<file path="src/rtl/tile_spawner.sv">
// -----------------------------------------------------------------------------
// tile_spawner
//
// Purpose:
//   Inserts one new tile into the 2048 board after each accepted move.
//   On a request it snapshots the 64-bit board, starts at a pseudo-random cell
//   and walks forward (wrapping) to the first empty cell. It then issues one
//   write of exponent 1 (tile 2) or exponent 2 (tile 4). If the snapshot has
//   no empty cell, it skips the write. Instead it checks for any equal
//   orthogonal neighbour pair and raises game_over when there is none.
//
// Handshake:
//   spawn_req is a one-cycle request. It is sampled only while the FSM is in
//   IDLE, and requests seen in any other state are dropped. busy is high in
//   every non-IDLE state. done pulses once per accepted request. wr_en
//   coincides with done when a tile is written. wr_idx and wr_val are
//   meaningful only with wr_en and hold their last values otherwise.
//   The caller must not change the board while busy. Only the snapshot is used.
//
// Ports:
//   clk          system clock, rising edge
//   rst          asynchronous, active-high reset
//   board[63:0]  cell i = board[4i+3:4i], row = i[3:2], col = i[1:0], 0 = empty
//   spawn_req    one-cycle spawn request
//   busy         FSM not in IDLE
//   wr_en        one-cycle board write strobe
//   wr_idx[3:0]  cell index written
//   wr_val[3:0]  exponent written (1 or 2)
//   done         one-cycle completion pulse
//   game_over    sticky flag: full board with no possible merge
//   o_dbg_state  current FSM state (0 IDLE, 1 SCAN, 2 WRITE, 3 CHECK)
//   o_dbg_lfsr   current LFSR value
// -----------------------------------------------------------------------------
module tile_spawner #(
  parameter logic [15:0] LFSR_SEED   = 16'hACE1,
  parameter logic [3:0]  FOUR_THRESH = 4'd1
) (
  input  logic        clk,
  input  logic        rst,
  input  logic [63:0] board,
  input  logic        spawn_req,
  output logic        busy,
  output logic        wr_en,
  output logic [3:0]  wr_idx,
  output logic [3:0]  wr_val,
  output logic        done,
  output logic        game_over,
  output logic [1:0]  o_dbg_state,
  output logic [15:0] o_dbg_lfsr
);

  typedef enum logic [1:0] {
    S_IDLE  = 2'd0,
    S_SCAN  = 2'd1,
    S_WRITE = 2'd2,
    S_CHECK = 2'd3
  } state_t;

  state_t      r_state;
  state_t      w_next;

  logic [15:0] r_lfsr;
  logic [63:0] r_brd;
  logic [3:0]  r_ptr;
  logic        r_four;
  logic [3:0]  r_wr_idx;
  logic [3:0]  r_wr_val;
  logic        r_game_over;

  logic        w_board_full;
  logic        w_has_merge;
  logic        w_lfsr_fb;
  logic        w_cell_empty;
  logic [3:0]  w_cell;

  // Fibonacci LFSR, taps 16,14,13,11 (right-shifting form).
  assign w_lfsr_fb = r_lfsr[0] ^ r_lfsr[2] ^ r_lfsr[3] ^ r_lfsr[5];

  // Cell under the scan pointer in the latched snapshot.
  assign w_cell       = r_brd[{r_ptr, 2'b00} +: 4];
  assign w_cell_empty = (w_cell == 4'd0);

  // The full-board decision is taken on the live board at accept time.
  // This guarantees that SCAN always finds an empty cell in the snapshot.
  always_comb begin
    w_board_full = 1'b1;
    for (int i = 0; i < 16; i++) begin
      if (board[4*i +: 4] == 4'd0) w_board_full = 1'b0;
    end
  end

  // Any equal orthogonal neighbour pair means a merge is still possible.
  always_comb begin
    w_has_merge = 1'b0;
    // Horizontal pairs: columns 0..2 against the cell to their right.
    for (int r = 0; r < 4; r++) begin
      for (int c = 0; c < 3; c++) begin
        if (r_brd[4*(4*r+c) +: 4] == r_brd[4*(4*r+c+1) +: 4]) w_has_merge = 1'b1;
      end
    end
    // Vertical pairs: rows 0..2 against the cell below.
    for (int i = 0; i < 12; i++) begin
      if (r_brd[4*i +: 4] == r_brd[4*(i+4) +: 4]) w_has_merge = 1'b1;
    end
  end

  // FSM state register
  always_ff @(posedge clk or posedge rst) begin
    if (rst) r_state <= S_IDLE;
    else     r_state <= w_next;
  end

  // FSM next state and state-decoded strobes. The strobes depend only on
  // r_state, so no input reaches an output combinationally.
  always_comb begin
    w_next = r_state;
    busy   = 1'b0;
    wr_en  = 1'b0;
    done   = 1'b0;
    unique case (r_state)
      S_IDLE: begin
        if (spawn_req) w_next = w_board_full ? S_CHECK : S_SCAN;
      end
      S_SCAN: begin
        busy = 1'b1;
        if (w_cell_empty) w_next = S_WRITE;
      end
      S_WRITE: begin
        busy   = 1'b1;
        wr_en  = 1'b1;
        done   = 1'b1;
        w_next = S_IDLE;
      end
      S_CHECK: begin
        busy   = 1'b1;
        done   = 1'b1;
        w_next = S_IDLE;
      end
      default: w_next = S_IDLE;
    endcase
  end

  // Datapath: LFSR, snapshot, scan pointer, write data and game_over flag.
  always_ff @(posedge clk or posedge rst) begin
    if (rst) begin
      r_lfsr      <= LFSR_SEED;
      r_brd       <= '0;
      r_ptr       <= '0;
      r_four      <= 1'b0;
      r_wr_idx    <= '0;
      r_wr_val    <= '0;
      r_game_over <= 1'b0;
    end else begin
      // Free-running, so the spawn position depends on request timing.
      r_lfsr <= {w_lfsr_fb, r_lfsr[15:1]};
      unique case (r_state)
        S_IDLE: begin
          if (spawn_req) begin
            r_brd  <= board;
            r_ptr  <= r_lfsr[3:0];
            r_four <= (r_lfsr[7:4] < FOUR_THRESH);
          end
        end
        S_SCAN: begin
          if (w_cell_empty) begin
            r_wr_idx <= r_ptr;
            r_wr_val <= r_four ? 4'd2 : 4'd1;
          end else begin
            r_ptr <= r_ptr + 4'd1;
          end
        end
        S_WRITE: r_game_over <= 1'b0;
        S_CHECK: r_game_over <= ~w_has_merge;
        default: ;
      endcase
    end
  end

  assign wr_idx      = r_wr_idx;
  assign wr_val      = r_wr_val;
  assign game_over   = r_game_over;
  assign o_dbg_state = r_state;
  assign o_dbg_lfsr  = r_lfsr;

endmodule
</file>
<file path="config.mk">
export PLATFORM = sky130hd
export DESIGN_NAME = tile_spawner
export DESIGN_NICKNAME = d
export VERILOG_FILES = /design/src/rtl/tile_spawner.sv
export SDC_FILE = /design/constraint.sdc
export NUM_CORES = 1
export LEC_CHECK = 0
export CAP_MARGIN = 0
export CORE_MARGIN = 1
export CORE_UTILIZATION = 45
export DETAILED_ROUTE_END_ITERATION = 10
export GPL_TIMING_DRIVEN = 1
export PLACE_DENSITY = 0.81
export SLEW_MARGIN = 10
export SYNTH_ARGS = -nofsm -noshare
export SYNTH_HDL_FRONTEND = slang
export SYNTH_SLANG_ARGS = --single-unit
</file>
<file path="constraint.sdc">
create_clock -name clk -period 3.3 [get_ports clk]
set_input_delay 0.66 -clock clk [delete_from_list [all_inputs] [get_ports clk]]
set_output_delay 0.66 -clock clk [all_outputs]
set_load 0.1 [all_outputs]
</file>
# Word level (Yosys, flattened, before mapping)

Index checks and enable logic that the tools add are counted.

Flip-flop bits (word level): 96
Input port bits: 67
Output and inout port bits: 30
Word-level logic and storage cells: 123

Add/sub/neg operators: 1
Order comparisons: 1
Equality and inequality tests: 30
Shift operators: 1
Muxes and demuxes: 52
Bitwise gates (word level): 4
Reductions and logical operators: 26

Operators by type and width:

| cell                | number |
|---|---|
| $eq 4x4->1          | 24 |
| $logic_not 4->1     | 17 |
| $shiftx 64x7->4     | 1 |
| $mux 1              | 43 |
| $mux 2              | 4 |
| $mux 4              | 2 |
| $pmux 4 s2          | 1 |
| $ne 2x2->1 const B  | 3 |
| $pmux 2 s3          | 1 |
| $reduce_and 2->1    | 3 |
| $add 4x1->4 const B | 1 |
| $eq 2x2->1 const B  | 2 |
| $lt 4x1->1 const B  | 1 |
| $reduce_bool 2->1   | 2 |
| $reduce_and 3->1    | 1 |
| $reduce_or 3->1     | 1 |
| $xor 1x1->1         | 3 |
| $eq 2x1->1 const B  | 1 |
| $logic_not 2->1     | 1 |
| $pmux 1 s2          | 1 |
| $reduce_or 2->1     | 1 |
| $not 1->1           | 1 |

# Depth between registers and ports, before layout

Depth in word-level cells: 27
Mapped depth: 7
Depth with buffers taken out: 6

# Worst setup path before layout

No wires, ideal clock.

Path type: reg-to-output
Start: reg r_state[1], in the netlist o_dbg_state[1]
End: out wr_en
Arrival time: 2.424 ns
Required time: 2.640 ns
Slack: 0.216 ns
Stages on the path, launching flop included: 2
Buffers on the path: 0
Cells stage by stage: dfrtp_1 nor2b_1

Longest elaborated chain between the ends: 2

RTL lines:

| element                | line | text |
|---|---|---|
| from (decl)            | 59   | `state_t r_state;` |
| from (signal assigned) | 110  | `else r_state <= w_next;` |
| $eq 2x2->1             | 120  | `unique case (r_state)` |
| $mux 1                 | 120  |  |
| to (decl)              | 43   | `output logic wr_en,` |

No other way between the ends.

# Worst setup path in the final report

Start: reg r_ptr[0]
End: reg r_wr_idx[2], in the netlist wr_idx[2]

Longest elaborated chain between the ends: 3

RTL lines:

| element                           | line | text |
|---|---|---|
| from (decl)                       | 64   | `logic [3:0] r_ptr;` |
| from (signal assigned)            | 160  | `r_ptr <= r_lfsr[3:0];` |
| from (signal assigned)            | 169  | `r_ptr <= r_ptr + 4'd1;` |
| $shiftx 64x7->4                   | 80   | `assign w_cell = r_brd[{r_ptr, 2'b00} +: 4];` |
| $logic_not 4->1                   | 81   | `assign w_cell_empty = (w_cell == 4'd0);` |
| $reduce_and 2->1 (no source line) | -    |  |
| to (signal assigned)              | 166  | `r_wr_idx <= r_ptr;` |
| to (decl)                         | 66   | `logic [3:0] r_wr_idx;` |

No other way between the ends.
A chain may end at the register's enable or synchronous reset.

==> results_dict.tcl <==
set metrics [dict create \
    synth.top_cells.by_count "nand2_1 (200), dfrtp_1 (86), xor2_1 (81), nor4_1 (50), clkbuf_1 (43)" \
    die_h_um 108.9 \
    power_density_nw_per_um2 1017 \
    p_total_w 0.006411 \
    antennaDiodeCount 0 \
    dr_total_vias 4366 \
    clkSlewWorstSetupHoldPaths_ps 70 \
    dp_slack_ps 824.6 \
    crit_type "reg2reg" \
    synthDistinctLibCells 49 \
    row_count 38 \
    start_util 0.4684 \
    finalWirelength_mm 13.64 \
    min_to "o_dbg_lfsr[10]" \
    numClockSinks 94 \
    ctsResizeCount 0 \
    max_slew.worst_pin.slew_ps 861.4 \
    area_delta_synth_final_pct 22.54 \
    io_buffer_count 94 \
    critPathMaxFanout 10 \
    ys_top_cells_by_area "dfrtp_1 (42%), nand2_1 (15%), xor2_1 (14%)" \
    grt_util_all_layers 0.2473 \
    finalHoldViolations 0 \
    yosys_warnings 0 \
    p_clk_frac 0.158 \
    yosysMostFrequentCell "nand2_1" \
    coreArea_um2 10980 \
    synth_flop_cell "dfrtp_1" \
    cts_buffer_depth 2 \
    max_cap_violations 0 \
    clkLatencyLatePin_ps 350 \
    slew_violations 0 \
    first_pass_iters 5 \
    p_seq_frac 0.395 \
    setup-tns-final_ps 0 \
    cts_made_buffers 9 \
    post-route-drc-count 0 \
    ff2ff_setup_slack_ps 810 \
    leakage_nw 3.047 \
    tritoncts "built" \
    power.switching_w 0.003081 \
    grt_pass1_vias 4312 \
    grt_max_degree 49 \
    place_inst 770 \
    crit_arrival_ps 2720 \
    setup.worst_path.start_class "flip-flop" \
    drive_above_1_share 0.1068 \
    synth_area_leader_cell "dfrtp_1" \
    fin_worst_skew_ps 8.131 \
    gr-total-overflow 0 \
    async_reset_ff_frac 1.000 \
    die-area_um2 11860 \
    dp_hpwl_mm 10.02 \
    synth_seq_cells 94 \
    grt_pass1_wl_mm 22.06 \
    cts_root_buf "clkbuf_16" \
    rsz0062_at_grt "false" \
    min_period_ps 2485 \
    min_path_type "reg2reg" \
    wire_per_inst_um 17.35 \
    viasPerCell 5.555 \
    fin_ws_ps 814.8 \
    combPwrFrac 0.448 \
    syn_inst 585 \
    worst_setup_path_end_kind "flip-flop" \
    antenna_found_initial 0 \
    r2r-end "wr_idx[2]" \
    whs_path_depth 0 \
    rr_worst_depth 7 \
    r2r_start "r_ptr[0]" \
    synth_edf_count 0 \
    cts_setup_buffers 0 \
    p_int_w 0.003330 \
    final_nets 709 \
    die_width_um 108.9 \
    min_from "o_dbg_lfsr[11]" \
    switching_share 0.4806 \
    crit_required_ps 3540 \
    fmax_mhz 402.4 \
    status "finished clean" \
    ant_nets 0 \
    gp_congestion 0.8859 \
    yosysSeqAreaShare 0.4591 \
    initialDrtViolationCount 282 \
    synth_area_um2 5145 \
    ios 97 \
    final-instance-count-excl-fill 786 \
    finalSetupViolations 0 \
    netlist.area_leader.share 0.4183 \
    slew_headroom 0.4258 \
    htree_levels 3 \
    holdBufCountCts 0 \
    post-route-period-util 0.7531 \
    avgSynthCellArea_um2 8.795 \
    vdd_drop_max_v 0.0008926 \
]
==> per-stage QoR <==
step	instance area (um2)	utilization	hold slack, ps
floorplan	5149	-	443.0
global placement	6013	0.5475	360.0
detailed placement	6013	0.5475	362.2
CTS	6305	0.5740	375.2
global route	6305	0.5740	377.5
finish	6305	0.5740	372.9
==> layout by cell type, fill, tap and decap left out, drive strengths merged, types with 5 or more instances in the layout <==
cell / instances
buf: 35
clkbuf: 9
clkdlybuf4s50: 66
dfrtp: 86
dfstp: 8
inv: 8
nand2: 200
nand4: 5
nor2: 7
nor4: 50
or4: 6
xnor2: 18
xor2: 81
==> routing by layer <==
metal	GRT usage	vias up	wire length, um
met5	0	-	0
met4	0.1033	0	462
met3	0.06216	47	1013
met2	0.3845	201	6199
met1	0.3279	2084	5967
li1	-	2034	-
==> how the worst max path moves through the flow <==
| stage | slack, ps | end | depth (start not counted) | from |
|---|---|---|---|---|
| after detailed placement | 820 | wr_idx[2] | 7 | r_ptr[0] |
| after global placement | 880 | wr_val[1] | 6 | r_brd[17] |
| after floorplan | 200 | game_over | 1 | rst |
| final | 810 | wr_idx[2] | 7 | r_ptr[0] |
| after global routing | 700 | wr_idx[2] | 7 | r_ptr[0] |
| after CTS | 810 | wr_idx[2] | 7 | r_ptr[0] |
==> logic make-up (layout without fill, tap and decap cells) <==
kind of cell,Yosys count,in the layout,synth area share
and+or+nand+nor,291,291,0.2534
xor gates and xnor gates,99,99,0.1685
DFF,94,94,0.4591
buffers and inverters,63,123,0.05326
AOI/OAI and AO/OA,31,31,0.05180
muxes,5,5,0.01070
adders and majority gates,1,1,0.002432
other,1,2,0.0007289
==> state kept, by name, indices dropped and copies added (netlist names) <==
register and cells:
r_brd 64, wr_idx 4, game_over 1, o_dbg_lfsr 16
wr_val 2, r_four 1, r_ptr 4, o_dbg_state 2
==> cell type report <==
cell class / instances / area (um2)
clock buffers: 9 / 225.2
clock inverters: 7 / 66.31
fillers: 964 / 4678
inverters: 6 / 23.77
multi-input cells: 429 / 2516
flip-flops and latches: 94 / 2362
well taps: 140 / 175.2
repair buffers: 101 / 935.9
==> power groups by stage <==
stage               combinational [W]  sequential, W  clock, W
finish                        0.00287        0.00253   0.00101
global route                  0.00316        0.00260   0.00107
CTS                           0.00287        0.00251   0.00103
detailed placement            0.00285        0.00253         0
global placement              0.00275        0.00251         0
floorplan                     0.00237        0.00229         0
==> worst max-delay path, stage by stage (launching register included) <==
cell and delay [ps]:
dfrtp_1 480, buf_4 210, or4_1 520, nor2_1 100
o2111ai_1 190, o41a_4 200, o22ai_4 290, mux2_2 380
Power figures use the tool's default switching activity.
